[config.mk]
export PLATFORM = sky130hd
export DESIGN_NAME = conv
export DESIGN_NICKNAME = d
export VERILOG_FILES = /design/src/rtl/conv.sv
export SDC_FILE = /design/constraint.sdc
export NUM_CORES = 2
export LEC_CHECK = 0
export ABC_AREA = 1
export BUFFER_PORTS_ARGS = -buffer_cell sky130_fd_sc_hd__buf_2
export CAP_MARGIN = 20
export CORE_MARGIN = 2
export CORE_UTILIZATION = 45
export CTS_BUF_LIST = sky130_fd_sc_hd__clkbuf_8
export DETAILED_ROUTE_END_ITERATION = 10
export GPL_ROUTABILITY_DRIVEN = 0
export GPL_TIMING_DRIVEN = 1
export PLACE_DENSITY = 0.57
export SYNTH_ARGS = -nofsm -noshare
export SYNTH_HDL_FRONTEND = slang
export SYNTH_SLANG_ARGS = --single-unit
[constraint.sdc]
create_clock -name i_clk -period 15.7 [get_ports i_clk]
set_input_delay 3.14 -clock i_clk [delete_from_list [all_inputs] [get_ports i_clk]]
set_output_delay 3.14 -clock i_clk [all_outputs]
set_load 0.02 [all_outputs]
[src/rtl/conv.sv]
// conv: first CNN convolution layer.
// Raster-scanned unsigned 8-bit pixels in, NUM_FEATURE_MAPS signed 16-bit
// results out, one per valid K x K window (stride 1, no padding).
// Each map uses a single weight on every tap: +(m+1) for even m, -(m+1) for odd m.
// Optional build macro CONV_RELU_EN: clamp negative results to 0 after saturation.
module conv #(
  parameter int IMG_W            = 32,
  parameter int IMG_H            = 32,
  parameter int K                = 5,
  parameter int NUM_FEATURE_MAPS = 6
) (
  input  logic               i_clk,
  input  logic               i_rst,
  input  logic               i_feature_valid,
  input  logic [7:0]         i_feature,
  output logic               o_ready_feature,
  output logic               o_feature_valid,
  output logic signed [15:0] o_features [0:NUM_FEATURE_MAPS-1]
);

  localparam int CW    = (IMG_W > 1) ? $clog2(IMG_W) : 1;
  localparam int RW    = (IMG_H > 1) ? $clog2(IMG_H) : 1;
  // Window sum of K*K unsigned pixels.
  localparam int SW    = 8 + $clog2(K * K);
  // Signed accumulator: sum times largest weight magnitude, never below 20 bits.
  localparam int ACC_NEED = SW + $clog2(NUM_FEATURE_MAPS + 1) + 1;
  localparam int ACC_W = (ACC_NEED > 20) ? ACC_NEED : 20;

  localparam logic [CW-1:0] COL_LAST = CW'(IMG_W - 1);
  localparam logic [RW-1:0] ROW_LAST = RW'(IMG_H - 1);
  localparam logic [CW-1:0] COL_WIN  = CW'(K - 1);
  localparam logic [RW-1:0] ROW_WIN  = RW'(K - 1);
  localparam logic signed [ACC_W-1:0] SAT_MAX = ACC_W'(32767);
  localparam logic signed [ACC_W-1:0] SAT_MIN = -ACC_W'(32768);

  logic [CW-1:0] col_reg, col_next;
  logic [RW-1:0] row_reg, row_next;
  logic          accept;
  logic [7:0]    col_pix [K];        // new window column, index 0 = oldest row
  logic [7:0]    win [K][K];         // [row][col], col K-1 is the newest
  logic [SW-1:0] win_sum;
  logic          win_valid_reg;
  logic          acc_valid_reg;
  logic signed [ACC_W-1:0] prod    [NUM_FEATURE_MAPS];
  logic signed [ACC_W-1:0] acc_reg [NUM_FEATURE_MAPS];
  logic signed [15:0]      sat_val [NUM_FEATURE_MAPS];

  assign accept           = i_feature_valid && o_ready_feature;
  assign col_pix[K-1]     = i_feature;

  // Next raster position; only an accepted pixel moves it.
  always_comb begin
    col_next = col_reg;
    row_next = row_reg;
    if (accept) begin
      if (col_reg == COL_LAST) begin
        col_next = '0;
        row_next = (row_reg == ROW_LAST) ? '0 : row_reg + RW'(1);
      end else begin
        col_next = col_reg + CW'(1);
      end
    end
  end

  // Position counters and the always-ready handshake.
  always_ff @(posedge i_clk) begin
    if (!i_rst) begin
      col_reg         <= '0;
      row_reg         <= '0;
      o_ready_feature <= 1'b0;
    end else begin
      col_reg         <= col_next;
      row_reg         <= row_next;
      o_ready_feature <= 1'b1;
    end
  end

  // Line buffers: line gi holds the row gi+1 above the current one. The read
  // is registered at the column the next accepted pixel will land on, so the
  // data is ready on acceptance; the write address (current column) differs.
  genvar gi;
  generate
    for (gi = 0; gi < K - 1; gi++) begin : g_line
      logic [7:0] mem [IMG_W];
      logic [7:0] rd_reg;

      // Push this column down one line and prefetch the next column.
      always_ff @(posedge i_clk) begin
        if (accept) begin
          mem[col_reg] <= col_pix[K-1-gi];
        end
        rd_reg <= mem[col_next];
      end

      assign col_pix[K-2-gi] = rd_reg;
    end
  endgenerate

  // Window shifts left one column per accepted pixel.
  always_ff @(posedge i_clk) begin
    if (accept) begin
      for (int r = 0; r < K; r++) begin
        for (int c = 0; c < K - 1; c++) begin
          win[r][c] <= win[r][c+1];
        end
        win[r][K-1] <= col_pix[r];
      end
    end
  end

  // All taps of a map share one weight, so one pixel sum serves every map.
  always_comb begin
    win_sum = '0;
    for (int r = 0; r < K; r++) begin
      for (int c = 0; c < K; c++) begin
        win_sum = win_sum + SW'(win[r][c]);
      end
    end
  end

  generate
    for (gi = 0; gi < NUM_FEATURE_MAPS; gi++) begin : g_map
      localparam logic signed [ACC_W-1:0] WT =
        (gi % 2 == 0) ? ACC_W'(gi + 1) : -ACC_W'(gi + 1);
      logic signed [15:0] sat_g;

      assign prod[gi] = $signed({{(ACC_W-SW){1'b0}}, win_sum}) * WT;

      // Clamp to signed 16 bits, optionally rectify.
      always_comb begin
        if (acc_reg[gi] > SAT_MAX) begin
          sat_g = 16'sh7fff;
        end else if (acc_reg[gi] < SAT_MIN) begin
          sat_g = 16'sh8000;
        end else begin
          sat_g = $signed(acc_reg[gi][15:0]);
        end
`ifdef CONV_RELU_EN
        if (sat_g < 16'sd0) begin
          sat_g = 16'sd0;
        end
`endif
      end

      assign sat_val[gi] = sat_g;
    end
  endgenerate

  // Two-stage result pipeline; it advances every cycle so each window pulses once.
  always_ff @(posedge i_clk) begin
    if (!i_rst) begin
      win_valid_reg   <= 1'b0;
      acc_valid_reg   <= 1'b0;
      o_feature_valid <= 1'b0;
      for (int m = 0; m < NUM_FEATURE_MAPS; m++) begin
        o_features[m] <= '0;
      end
    end else begin
      win_valid_reg   <= accept && (row_reg >= ROW_WIN) && (col_reg >= COL_WIN);
      acc_valid_reg   <= win_valid_reg;
      o_feature_valid <= acc_valid_reg;
      for (int m = 0; m < NUM_FEATURE_MAPS; m++) begin
        if (acc_valid_reg) begin
          o_features[m] <= sat_val[m];
        end
      end
    end
  end

  // Stage 1 product register (data only, no reset needed).
  always_ff @(posedge i_clk) begin
    for (int m = 0; m < NUM_FEATURE_MAPS; m++) begin
      acc_reg[m] <= prod[m];
    end
  end

endmodule

* After elaboration in Yosys (flattened, before gate mapping)
Memories as Yosys holds them, arrays and structs flattened. A register that Yosys moved wholly into a read port is not among the register bits.
Index checks and enable logic that the tools add are counted.
** Storage, ports and cells
- Register bits :: 110
- RAM bits :: 1344
- Input port bits :: 11
- Output and inout bits :: 98
- Word-level logic and storage cells :: 87
- Memories kept :: 6
** Operators by class
- Add/subtract/negate cells :: 28
- Multipliers :: 3
- Order comparisons :: 14
- Eq/ne operators :: 2
- Multiplexer cells :: 18
- Reductions and logical operators :: 4
** Memory list
- g_line[0].mem :: words 32, bits a word 8, rd ports 1, clocked after memory_dff 1, write ports 1, line 84 : logic [7:0] mem [IMG_W];
- g_line[1].mem :: words 32, bits a word 8, rd ports 1, clocked after memory_dff 1, write ports 1, line 84
- g_line[2].mem :: words 32, bits a word 8, rd ports 1, clocked after memory_dff 1, write ports 1, line 84
- g_line[3].mem :: words 32, bits a word 8, rd ports 1, clocked after memory_dff 1, write ports 1, line 84
- win :: words 5, bits a word 40, rd ports 5, clocked after memory_dff 0, write ports 5, line 40 : logic [7:0] win [K][K];
- acc_reg :: words 6, bits a word 20, rd ports 6, clocked after memory_dff 0, write ports 6, line 45 : logic signed [ACC_W-1:0] acc_reg [NUM_FEATURE_MAPS];
** Operators by type and width (number)
- 13-bit by 8-bit adder with 13-bit output :: 19
- 16-bit two-way mux :: 12
- 20-bit by 16-bit greater-than comparator with 1-bit output (second input constant) :: 6
- 20-bit by 16-bit less-than comparator with 1-bit output (second input constant) :: 6
- 13-bit negation with 19-bit output :: 1
- 13-bit negation with 18-bit output :: 1
- 14-bit by 3-bit multiplier with 17-bit output (second input constant) :: 1
- 13-bit by 3-bit multiplier with 16-bit output (second input constant) :: 1
- 13-bit by 2-bit multiplier with 15-bit output (second input constant) :: 1
- 5-bit two-way mux :: 3
- 12-bit by 8-bit adder with 13-bit output :: 1
- 11-bit by 8-bit adder with 12-bit output :: 1
- 10-bit by 8-bit adder with 11-bit output :: 1
- 5-bit by 1-bit adder with 5-bit output (second input constant) :: 2
- 9-bit by 8-bit adder with 10-bit output :: 1
- 5-bit == test (second input constant) :: 2
- 5-bit by 3-bit >= comparator with 1-bit output (second input constant) :: 2
- 8-bit by 8-bit adder with 9-bit output :: 1
- 1-bit logical AND :: 3
- 1-bit two-way mux :: 3
- 2-bit AND reduction :: 1

* Longest topological paths before layout
An unclocked memory read counts as a cell.
- Depth after elaboration :: 26
- Depth in mapped cells :: 35
- Mapped depth without buffers :: 35

* Worst setup path before layout
No wires, ideal clock.
- Kind :: flip-flop to flip-flop
- From :: memory win[4][15] (netlist bit)
- To :: memory acc_reg[5][15] (netlist bit)
- Library setup time :: 0.121 ns
- Arrival :: 6.958 ns
- Data required time :: 15.579 ns
- Slack :: 8.622 ns
- Stages on the path, launching flop included :: 29
- Path buffers :: 0
- Clock period less this slack :: 7.078 ns
- Cells stage by stage :: edfxtp_1 -> fa_1 -> inv_1 -> fa_1 -> inv_1 -> fa_1 -> inv_1 -> fa_1 -> inv_1 -> fa_1 -> fa_1 -> inv_1 -> fa_1 -> inv_1 -> ha_1 -> nand2_1 -> inv_1 -> nand2_1 -> nand3_1 -> xor2_1 -> inv_1 -> ha_1 -> ha_1 -> ha_1 -> a21oi_1 -> nor2_1 -> a211oi_1 -> nand3_1 -> xor2_1
** RTL lines (line)
- start: declaration :: 40
- end: declaration :: 45

==> impl_results.md <==
- Crit path kind: register to register
- Final clock skew: 0.0651 ns
- Placed cell count: 7,931
- Final ANT Viol Nets: 0
- Clk Latency, worst-skew pair: 0.98 ns
- First-pass GRT wire length: 256,000 um
- Fin crit period: 7.90 ns
- Max FO, Critical Path: 8
- Post-DP HPWL: 90,700 um
- Worst setup EP type: register
- Worst-path clk slew: 0.06 ns
- Hold Fails Final Rpt: 0
- Initial Util: 45.1%
- DIE AREA: 147,000 um^2
- Setup slack after layout: 7.80 ns
- Pre-Repair DR Iteration Count: 6
- DR vias: 42,000
- Reg2reg start: win[0][2]$_DFFE_PP_
- CP startpoint: win[0][2]$_DFFE_PP_
- Worst Path Arrival: 8.75 ns
- FF-to-FF End: acc_reg[5][15]$_DFF_P_
- Routed wire per std cell: 20.2 um
- Setup violators final: 0
- WP data required: 16.55 ns
- Max FFs per register: 1,024
- Core Util, Final: 50.3%
- Via-to-Cell Ratio: 5.01
- Worst R2R Setup Slack: 7.80 ns
- Synth area leaders: edfxtp_1 57%, nand3_1 8.7%, inv_1 8.0%, nand2_1 7.3%, dfxtp_1 6.5%
- Ports: 109
- Rel. slew slack: 20.8%
- CP peak stage delay: 0.73 ns
- Fin nets: 6,575
- Die Wd: 383 um
- MaxCap Viol Count: 0
- Clock buffer count from CTS: 236
- Iter 0 DRT Violations: 3,775
- Most common cell after layout, fill and taps aside: inv_1
- Final Max Tran Viols: 0
- Area share of the largest cell type after synthesis: 56.9%
- Setup TNS: 0 ns
- Max Fclk: 127 MHz
- Detailed Route WL: 169,000 um
- Number of core rows: 139
- Status: complete, no violations
- Share of layout cells above drive strength 1: 8.46%
- Largest net degree at the start of global routing: 197
- Synth Flop Type: edfxtp_1
- Clock Tree Buf Depth: 3
- Timing endpoint of the critical path: acc_reg[5][15]$_DFF_P_
- Synth Warn #: 0
- Startpoint type of the worst setup path: register
- Multi-input logic area: 17,600 um^2
- Htree depth: 4
- Syn-to-layout area delta: 11.4%
- Pre-CTS setup slack: 7.65 ns
- Gr ovfl total: 0
- Setup Fix Bufs, Post-CTS: 0
- Synthesized area per cell: 10.6 um^2
- RSZ-0062 raised after global routing: false
- Yosys top cell by area: edfxtp_1
- Register with the most flip-flops: g_line.mem
- PostCTS Resize Cnt: 0
- Sequential-to-total area share from yosys stat: 63.4%
- Most frequent cells in the layout: 1,480 x inv_1, 1,255 x nand2_1, 1,224 x edfxtp_1
- Die H: 383 um
- Critical-path top delay cell: xor2_1
- Residual DRC: 0
- Hold crit path type: register to register
- Cell count of the worst reg-to-reg path: 27
- Slew @ Worst Pin: 1.19 ns
- Filler instances: 12,900
- CP Depth: 27
- GRT Overall Usage: 23.2%
- CTS root buf: clkbuf_8
- Ys async rst share: 0%
- Core area: 143,000 um^2
- Synth Instances: 6,107
- Cell Area, Synth: 64,600 um^2
- Finished Layout Cells: 8,379
- Vias in the first global route: 41,100
- Total clock sinks: 1,433
- CTS tree: built
- Crit path buffers/inverters: 5
- Biggest regs: g_line.mem (1024), win (200), o_features (91)
- Top cell by count, worst path: fa_1
- Synthesized flop and latch total: 1,433
- CTS hold repair buffers: 0
- Register Area: 40,900 um^2
- Crit path max-delay family: adder cells
- EDFF count, synth: 1,224
- Antenna violations before repair: 7
- Period utilization: 50.3%
- # port buffers: 104
- Netlist cell types: 44
stage by stage:
stage	hold WS, ns	cell area [um^2]
3_3_place_gp	0.386	67300
2_1_floorplan	0.386	64600
5_1_grt	0.412	72000
6_report	0.406	72000
4_1_cts	0.399	71900
3_5_place_dp	0.391	67300
cell type report:
class                      count  area share, %
sequential                  1433           56.9
tap                         1903           3.31
clock buffer                 265           5.06
antenna                        2        0.00695
clock inverter               177           1.29
multi-input combinational   3035           24.5
inverter                    1376           7.19
timing repair buffer         188           1.81
how the worst min path moves through the flow:
stage | startpoint | end | cells past startpoint
global placement | g_line[3].rd_reg[1]$_DFF_P_ | win[0][1]$_DFFE_PP_ | 0
finish | g_line[3].rd_reg[6]$_DFF_P_ | win[0][6]$_DFFE_PP_ | 0
floorplan | g_line[3].rd_reg[0]$_DFF_P_ | win[0][0]$_DFFE_PP_ | 0
global route | acc_reg[4][8]$_DFF_P_ | o_features[24]$_SDFFE_PN0P_ | 2
detailed placement | g_line[3].rd_reg[0]$_DFF_P_ | win[0][0]$_DFFE_PP_ | 0
CTS | acc_reg[4][8]$_DFF_P_ | o_features[24]$_SDFFE_PN0P_ | 2
logic make-up after synthesis:
kind of cell	after synthesis	share of synthesized area (%)
AO/OA/AOI/OAI	151	1.30
XOR/XNOR	43	0.583
adder cells (fa/ha/maj)	294	7.81
buffers and inverters	1642	9.89
flip-flops	1433	63.4
other	1	0.00580
AND/OR/NAND/NOR	2543	17.1
synthesized netlist by cell type, types with 2 or more instances:
library cell / count
ha_1: 112
a21o_1: 6
clkbuf_1: 89
edfxtp_1: 1224
nor2_1: 122
nand3_1: 1125
fa_1: 182
o21ai_0: 67
o211ai_1: 2
buf_1: 28
buf_2: 136
buf_4: 12
xor2_1: 32
inv_2: 5
inv_1: 1369
xnor2_1: 11
a21boi_0: 2
nand2_1: 1260
o21ai_1: 2
a31oi_1: 11
o21ai_2: 2
dfxtp_1: 209
nor3_1: 23
a211oi_1: 3
nand4_1: 6
o21bai_1: 4
a21oi_1: 46
routing by layer:
metal / global-route usage, % / share of wire (%) / vias to the layer above
li1: - / - / 19900
met1: 31.3 / 43 / 20400
met2: 38.6 / 48 / 1377
met3: 3.68 / 6.4 / 284
met4: 7.49 / 2.5 / 2
met5: 0 / 0.0077 / -
Power is not shown: default switching activity piles up to over one toggle a cycle in this logic, so the estimate is an artifact.
